`src/rtl/vga_timing_gen.sv`:
```
// vga_timing_gen: programmable VGA timing generator.
// Produces pixel coordinates for an external renderer, takes its RGB332 back
// after PIPE_DEPTH pixel ticks, and drives registered, blank-masked VGA pins
// whose syncs are aligned to that renderer latency. Also provides line/frame
// strobes and a 16-bit completed-frame counter.

module vga_timing_gen #(
  parameter int H_ACTIVE   = 640,
  parameter int H_FP       = 16,
  parameter int H_SYNC     = 96,
  parameter int H_BP       = 48,
  parameter int V_ACTIVE   = 480,
  parameter int V_FP       = 10,
  parameter int V_SYNC     = 2,
  parameter int V_BP       = 33,
  parameter bit H_POL      = 1'b0,
  parameter bit V_POL      = 1'b0,
  parameter int CORD_W     = 10,
  parameter int PIPE_DEPTH = 1
) (
  input  logic              clk_pix,
  input  logic              rst,
  input  logic              pix_ce,
  input  logic [7:0]        rgb_in,
  output logic [CORD_W-1:0] sx,
  output logic [CORD_W-1:0] sy,
  output logic              de,
  output logic              line_start,
  output logic              frame_start,
  output logic [15:0]       frame_cnt,
  output logic              vga_hsync,
  output logic              vga_vsync,
  output logic [2:0]        vga_r,
  output logic [2:0]        vga_g,
  output logic [1:0]        vga_b
);

  localparam int H_TOTAL = H_ACTIVE + H_FP + H_SYNC + H_BP;
  localparam int V_TOTAL = V_ACTIVE + V_FP + V_SYNC + V_BP;

  // Reject timings the counters cannot represent.
  if (H_ACTIVE <= 0 || H_FP <= 0 || H_SYNC <= 0 || H_BP <= 0 ||
      V_ACTIVE <= 0 || V_FP <= 0 || V_SYNC <= 0 || V_BP <= 0) begin : g_bad_timing
    $error("vga_timing_gen: active/porch/sync parameters must all be nonzero");
  end
  if (PIPE_DEPTH < 0 || PIPE_DEPTH > 8) begin : g_bad_depth
    $error("vga_timing_gen: PIPE_DEPTH must be in 0..8");
  end
  if (CORD_W < 1 || CORD_W > 16 ||
      ((H_TOTAL - 1) >> CORD_W) != 0 || ((V_TOTAL - 1) >> CORD_W) != 0) begin : g_bad_width
    $error("vga_timing_gen: CORD_W cannot hold H_TOTAL-1 / V_TOTAL-1");
  end

  localparam logic [CORD_W-1:0] H_LAST   = CORD_W'(H_TOTAL - 1);
  localparam logic [CORD_W-1:0] V_LAST   = CORD_W'(V_TOTAL - 1);
  localparam logic [CORD_W-1:0] H_VIS    = CORD_W'(H_ACTIVE);
  localparam logic [CORD_W-1:0] V_VIS    = CORD_W'(V_ACTIVE);
  localparam logic [CORD_W-1:0] HS_START = CORD_W'(H_ACTIVE + H_FP);
  localparam logic [CORD_W-1:0] HS_END   = CORD_W'(H_ACTIVE + H_FP + H_SYNC - 1);
  localparam logic [CORD_W-1:0] VS_START = CORD_W'(V_ACTIVE + V_FP);
  localparam logic [CORD_W-1:0] VS_END   = CORD_W'(V_ACTIVE + V_FP + V_SYNC - 1);

  // One timing sample travelling down the delay line towards the pins.
  typedef struct packed {
    logic hs;
    logic vs;
    logic de;
  } sync_t;

  localparam sync_t SYNC_IDLE = '{hs: ~H_POL, vs: ~V_POL, de: 1'b0};

  logic [CORD_W-1:0] r_sx;
  logic [CORD_W-1:0] r_sy;
  logic [15:0]       r_frame_cnt;
  logic              w_line_end;
  logic              w_frame_end;
  sync_t             w_raw;
  sync_t             w_dly;
  logic              r_hsync;
  logic              r_vsync;
  logic [7:0]        r_rgb;

  assign w_line_end  = (r_sx == H_LAST);
  assign w_frame_end = w_line_end && (r_sy == V_LAST);

  // Beam position: sx runs across the line, sy steps when sx wraps.
  always_ff @(posedge clk_pix) begin
    // NOTE: sequential state uses non-blocking assignments so every register
    // samples pre-edge values, independent of statement order.
    if (rst) begin
      r_sx <= '0;
      r_sy <= '0;
    end else if (pix_ce) begin
      if (w_line_end) begin
        r_sx <= '0;
        r_sy <= (r_sy == V_LAST) ? '0 : r_sy + CORD_W'(1);
      end else begin
        r_sx <= r_sx + CORD_W'(1);
      end
    end
  end

  // Completed-frame count, bumped on the last pixel of the last line.
  always_ff @(posedge clk_pix) begin
    if (rst) begin
      r_frame_cnt <= '0;
    end else if (pix_ce && w_frame_end) begin
      r_frame_cnt <= r_frame_cnt + 16'd1;
    end
  end

  // Undelayed sync/blanking decode of the current beam position.
  always_comb begin
    // NOTE: the whole struct gets a default first so no path leaves a field
    // unassigned, which would otherwise infer a latch.
    w_raw = SYNC_IDLE;
    if (r_sx >= HS_START && r_sx <= HS_END) w_raw.hs = H_POL;
    if (r_sy >= VS_START && r_sy <= VS_END) w_raw.vs = V_POL;
    w_raw.de = (r_sx < H_VIS) && (r_sy < V_VIS);
  end

  if (PIPE_DEPTH == 0) begin : g_no_pipe
    assign w_dly = w_raw;
  end else begin : g_pipe
    sync_t r_pipe [PIPE_DEPTH];

    // Delay line matching the renderer latency, advancing on pixel ticks.
    always_ff @(posedge clk_pix) begin
      // NOTE: this small register array is reset explicitly because its
      // contents reach the sync pins; a stale stage would glitch the monitor.
      if (rst) begin
        for (int i = 0; i < PIPE_DEPTH; i++) r_pipe[i] <= SYNC_IDLE;
      end else if (pix_ce) begin
        r_pipe[0] <= w_raw;
        for (int i = 1; i < PIPE_DEPTH; i++) r_pipe[i] <= r_pipe[i-1];
      end
    end

    assign w_dly = r_pipe[PIPE_DEPTH-1];
  end

  // Pin register: aligned syncs and colour forced to black outside the picture.
  always_ff @(posedge clk_pix) begin
    if (rst) begin
      r_hsync <= ~H_POL;
      r_vsync <= ~V_POL;
      r_rgb   <= '0;
    end else if (pix_ce) begin
      r_hsync <= w_dly.hs;
      r_vsync <= w_dly.vs;
      r_rgb   <= w_dly.de ? rgb_in : 8'h00;
    end
  end

  assign sx          = r_sx;
  assign sy          = r_sy;
  assign de          = w_raw.de;
  assign line_start  = pix_ce && (r_sx == '0);
  assign frame_start = pix_ce && (r_sx == '0) && (r_sy == '0);
  assign frame_cnt   = r_frame_cnt;
  assign vga_hsync   = r_hsync;
  assign vga_vsync   = r_vsync;
  assign {vga_r, vga_g, vga_b} = r_rgb;

endmodule

```
`config.mk`:
```
export PLATFORM = sky130hd
export DESIGN_NAME = vga_timing_gen
export DESIGN_NICKNAME = d
export VERILOG_FILES = /design/src/rtl/vga_timing_gen.sv
export SDC_FILE = /design/constraint.sdc
export NUM_CORES = 1
export LEC_CHECK = 0
export ABC_AREA = 1
export CORE_ASPECT_RATIO = 1.75
export CORE_MARGIN = 3
export CORE_UTILIZATION = 32
export DETAILED_ROUTE_END_ITERATION = 8
export SLEW_MARGIN = 20
export SYNTH_ARGS = -nofsm -noshare
export SYNTH_HDL_FRONTEND = slang
export SYNTH_SLANG_ARGS = --single-unit
export TNS_END_PERCENT = 50
```
`constraint.sdc`:
```
create_clock -name clk_pix -period 1.9 [get_ports clk_pix]
set_input_delay 0.57 -clock clk_pix [delete_from_list [all_inputs] [get_ports clk_pix]]
set_output_delay 0.57 -clock clk_pix [all_outputs]
set_load 0.05 [all_outputs]
```
# Word level (Yosys, flattened, before mapping)
# Memory sizes are Yosys's and may differ from the RTL's.
# Index checks and enable logic that the tools add are counted.
# totals
reg_bits	46
ram_bits	3
inputBits	11
out_inout_bits	49
elab_cells	41
n_memories	1
# memory_table
name	depth	word_bits	read_ports	rd_ports_with_merged_regs	write_ports	line_no	text
g_pipe.r_pipe	1	3	1	0	1	125	sync_t r_pipe [PIPE_DEPTH];
# op_classes
addsub	3
magnitude_cmp	6
eq_ne	2
mux	12
reduce_logical	11
# op_table
cell	count
10-bit by 1-bit adder with 10-bit output (second input constant)	2
10-bit == test (second input constant)	2
10-bit logical NOT	2
10-bit 2-to-1 mux	2
16-bit by 1-bit adder with 16-bit output (second input constant)	1
10-bit greater-or-equal comparator (second input constant)	1
10-bit by 9-bit greater-or-equal comparator with 1-bit output (second input constant)	1
10-bit <= comparator (second input constant)	1
10-bit by 9-bit <= comparator with 1-bit output (second input constant)	1
10-bit < comparator (second input constant)	1
10-bit by 9-bit < comparator with 1-bit output (second input constant)	1
1-bit 2-to-1 mux	8
8-bit 2-to-1 mux	1
1-bit logical AND	7
3-bit 2-to-1 mux	1
3-bit OR reduction	1
2-bit AND reduction	1

# Depth between registers and ports, before layout
# depth
word_depth	5
ltp_mapped	11

# Worst setup path after synthesis
# No wires, ideal clock.
# synth_path
kind	register to output
from	register r_sy[0] (netlist: sy[0])
to	output frame_start
t_arrival_ns	2.487
required_time_ns	1.330
slack_ns	-1.157
stages_incl_launch_ff	5
path_buffers	0
path_cell_list	dfxtp_1 > inv_1 > ha_1 > nand4_1 > nor4_1
# synth_via
elab_chain_cells	2
# synth_lines
element	line_no	text
start, declared	73	logic [CORD_W-1:0] r_sy;
start signal, assigned	96	r_sy <= (r_sy == V_LAST) ? '0 : r_sy + CORD_W'(1);
10-bit logical NOT	159	assign frame_start = pix_ce && (r_sx == '0) && (r_sy == '0);
1-bit logical AND	159	
end, declared	29	output logic frame_start,
# Every way passes these cells.

# Worst setup path in the final report
# layout_path
from	register r_sy[1] (netlist: sy[1])
to	output frame_start
# The elaborated chain is that of the path after synthesis.

==> results.toml <==
[timing]
setup_ws_ps = -191
rsz0062_at_grt = "yes"
max_freq_mhz = 478
slew_headroom_pct = 77.6
fin_skew_ps = 3.62
setup_viol = 3
post-route-min-period_ps = 2090
worst_pin_slew_ps = 336
hold_viol = 0
period_share_pct = 110
slew_viol_final = 0

[worst_setup_path]
crit_required_ps = 1330
endpoint_kind = "primary output"
start_kind = "flip-flop"
path_class = "reg2out"
worst_ep_arrival_time_ps = 1520
cp_max_fo = 2
r2r_setup_slack_ps = 160

[floorplanning]
rows = 42
ios = 60
start_util_pct = 33.5
core-area_um2 = 7720
die_height_um = 125
die_x_um = 74.0
dieArea_um2 = 9250

[layout]
layout_commonest_cell = "nand2_1"
drive_gt1_share_pct = 29.7
syn_to_final_growth_pct = 58.2
final_cell_mix = "79 x nand2_1, 69 x buf_4, 60 x nor2_1, 46 x inv_1, 39 x dfxtp_1"
final_nets = 498
antenna_cells = 0
final_util_pct = 53.0

[clock_network]
cts_buffer_depth = 2
numCtsBuffers = 5
cts-hold-fix-buffers = 0
clkSlewWorstSetupHoldPaths_ps = 60
htree_levels = 2
cts_num_sinks = 49
cts-root-buf = "clkbuf_16"
clock_latency_ps = 290
cts_tree = "yes"

[routing]
routedWlPerCell_um = 13.5
drc_errors = 0
drt_first_iter_violations = 89
viasPerCell = 4.83
drt-total-wl_um = 7690
vias = 2752
ant_nets = 0
drtPass1Iterations = 4

[status]
status = "finished with violations"
failed_checks = "setup timing"

[global_routing]
track_usage_pct = 17.5
grt-ovfl-total = 0
grt_max_degree = 15
grt_pass1_vias = 2753
grt_pass1_wl_um = 12800
antenna_found_initial = 0

[power_and_ir_drop]
power_density_nw_per_um2 = 536
power_mw = 2.19
irDropWorstVdd_mv = 0.436
static-leakage-power_nw = 1.69

[placed_design]
finalWeightedCongestion = 0.906
port_buffers = 59
detailed_place_hpwl_um = 6120

[synthesis]
syn_area_um2 = 2590
yosys_warnings = 0
synth-edff-count = 3
ys_seq_area_share_pct = 39.0
syn_inst = 373
synth_nets = 390
async_flop_share_pct = 0
ys_ff_latch = 49
postSynthAreaPerCell_um2 = 6.94
yosysUniqueCellTypes = 29
ys.flop_type = "dfxtp_1"

[job]
max_cap_viol_count = 0

[min_path]
hp-class = "reg2reg"
[critical path, cell delays in order (launching register included)]
cell and delay, ps:
dfxtp_2 330, inv_2 70, ha_4 130, nand4_1 170, nor4_4 350, buf_12 180
[cells in the mapped netlist, types with 4 or more instances]
cell type / instances / area share [%]
nand2_2: 5 / 1.2
nor3_1: 5 / 0.97
nand4_1: 12 / 2.9
dfxtp_1: 46 / 36
nand2_1: 79 / 11
o21ai_0: 11 / 2.1
nor2_4: 5 / 2.2
inv_1: 53 / 7.7
clkbuf_1: 4 / 0.58
a32o_1: 8 / 3.1
xor2_1: 6 / 2.0
a21oi_1: 15 / 2.9
ha_1: 6 / 2.9
nand3_1: 33 / 6.4
nor2_1: 64 / 9.3
[cells by family after synthesis]
family / Yosys count / share of synthesized area (%)
buffers and inverters: 61 / 9.27
adder cells (fa/ha/maj): 6 / 2.90
XOR/XNOR: 6 / 2.03
AND/OR/NAND/NOR: 211 / 37.0
flip-flops: 49 / 39.0
AO/OA/AOI/OAI: 40 / 9.81
[stage by stage]
stage	cell area (um^2)	instances	hold WS, ps	setup TNS [ps]	worst slack (ps)
floorplan	2630	373	442	-604	-288
global placement	3870	558	448	-10910	-678
detailed placement	3870	558	455	-11530	-692
CTS	4100	570	470	-395	-203
global route	4100	570	486	-625	-320
finish	4100	570	465	-356	-191
[power breakdown]
part           internal (mW)  switching (mW)  total [mW]
logic                  0.104           0.128       0.231
clock network          0.517           0.383       0.900
registers               1.05          0.0101        1.06
[metal layers]
metal	share of wire (%)	up-vias	track usage, %
li1	-	1428	-
met1	38	1240	18.0
met2	55	69	32.7
met3	4.6	15	3.61
met4	2.9	0	7.26
met5	0	-	0
[layout make-up]
class                   count  area, um^2
inverters                  54         205
well taps                  88         110
repair buffers            108        1210
fillers                   777        3630
flip-flops and latches     49        1020
multi-input cells         263        1410
clock buffers               6         139
clock inverters             2        8.76
[flip-flops by register name, indices dropped and copies added (netlist names)]
signal	flops
r_rgb	8
vga_vsync	1
frame_cnt	16
vga_hsync	1
sy	10
g_pipe.r_pipe	3
sx	10
[worst paths after layout]
path	start	to	cells past startpoint
max reg2reg	sx[0]	sy[3]	9
min reg2reg	r_rgb[7]	r_rgb[7]	1
max	sy[1]	frame_start	5
min	r_rgb[7]	r_rgb[7]	1
[repair_timing]
| item | 4_1_cts | 5_1_grt |
|---|---|---|
| buffers inserted | 4 | 0 |
| pin swaps | 6 | 0 |
| setup endpoints to repair | 22 | 3 |
| resized for setup | 26 | 0 |
No activity file was read; power rests on OpenSTA's default activity.
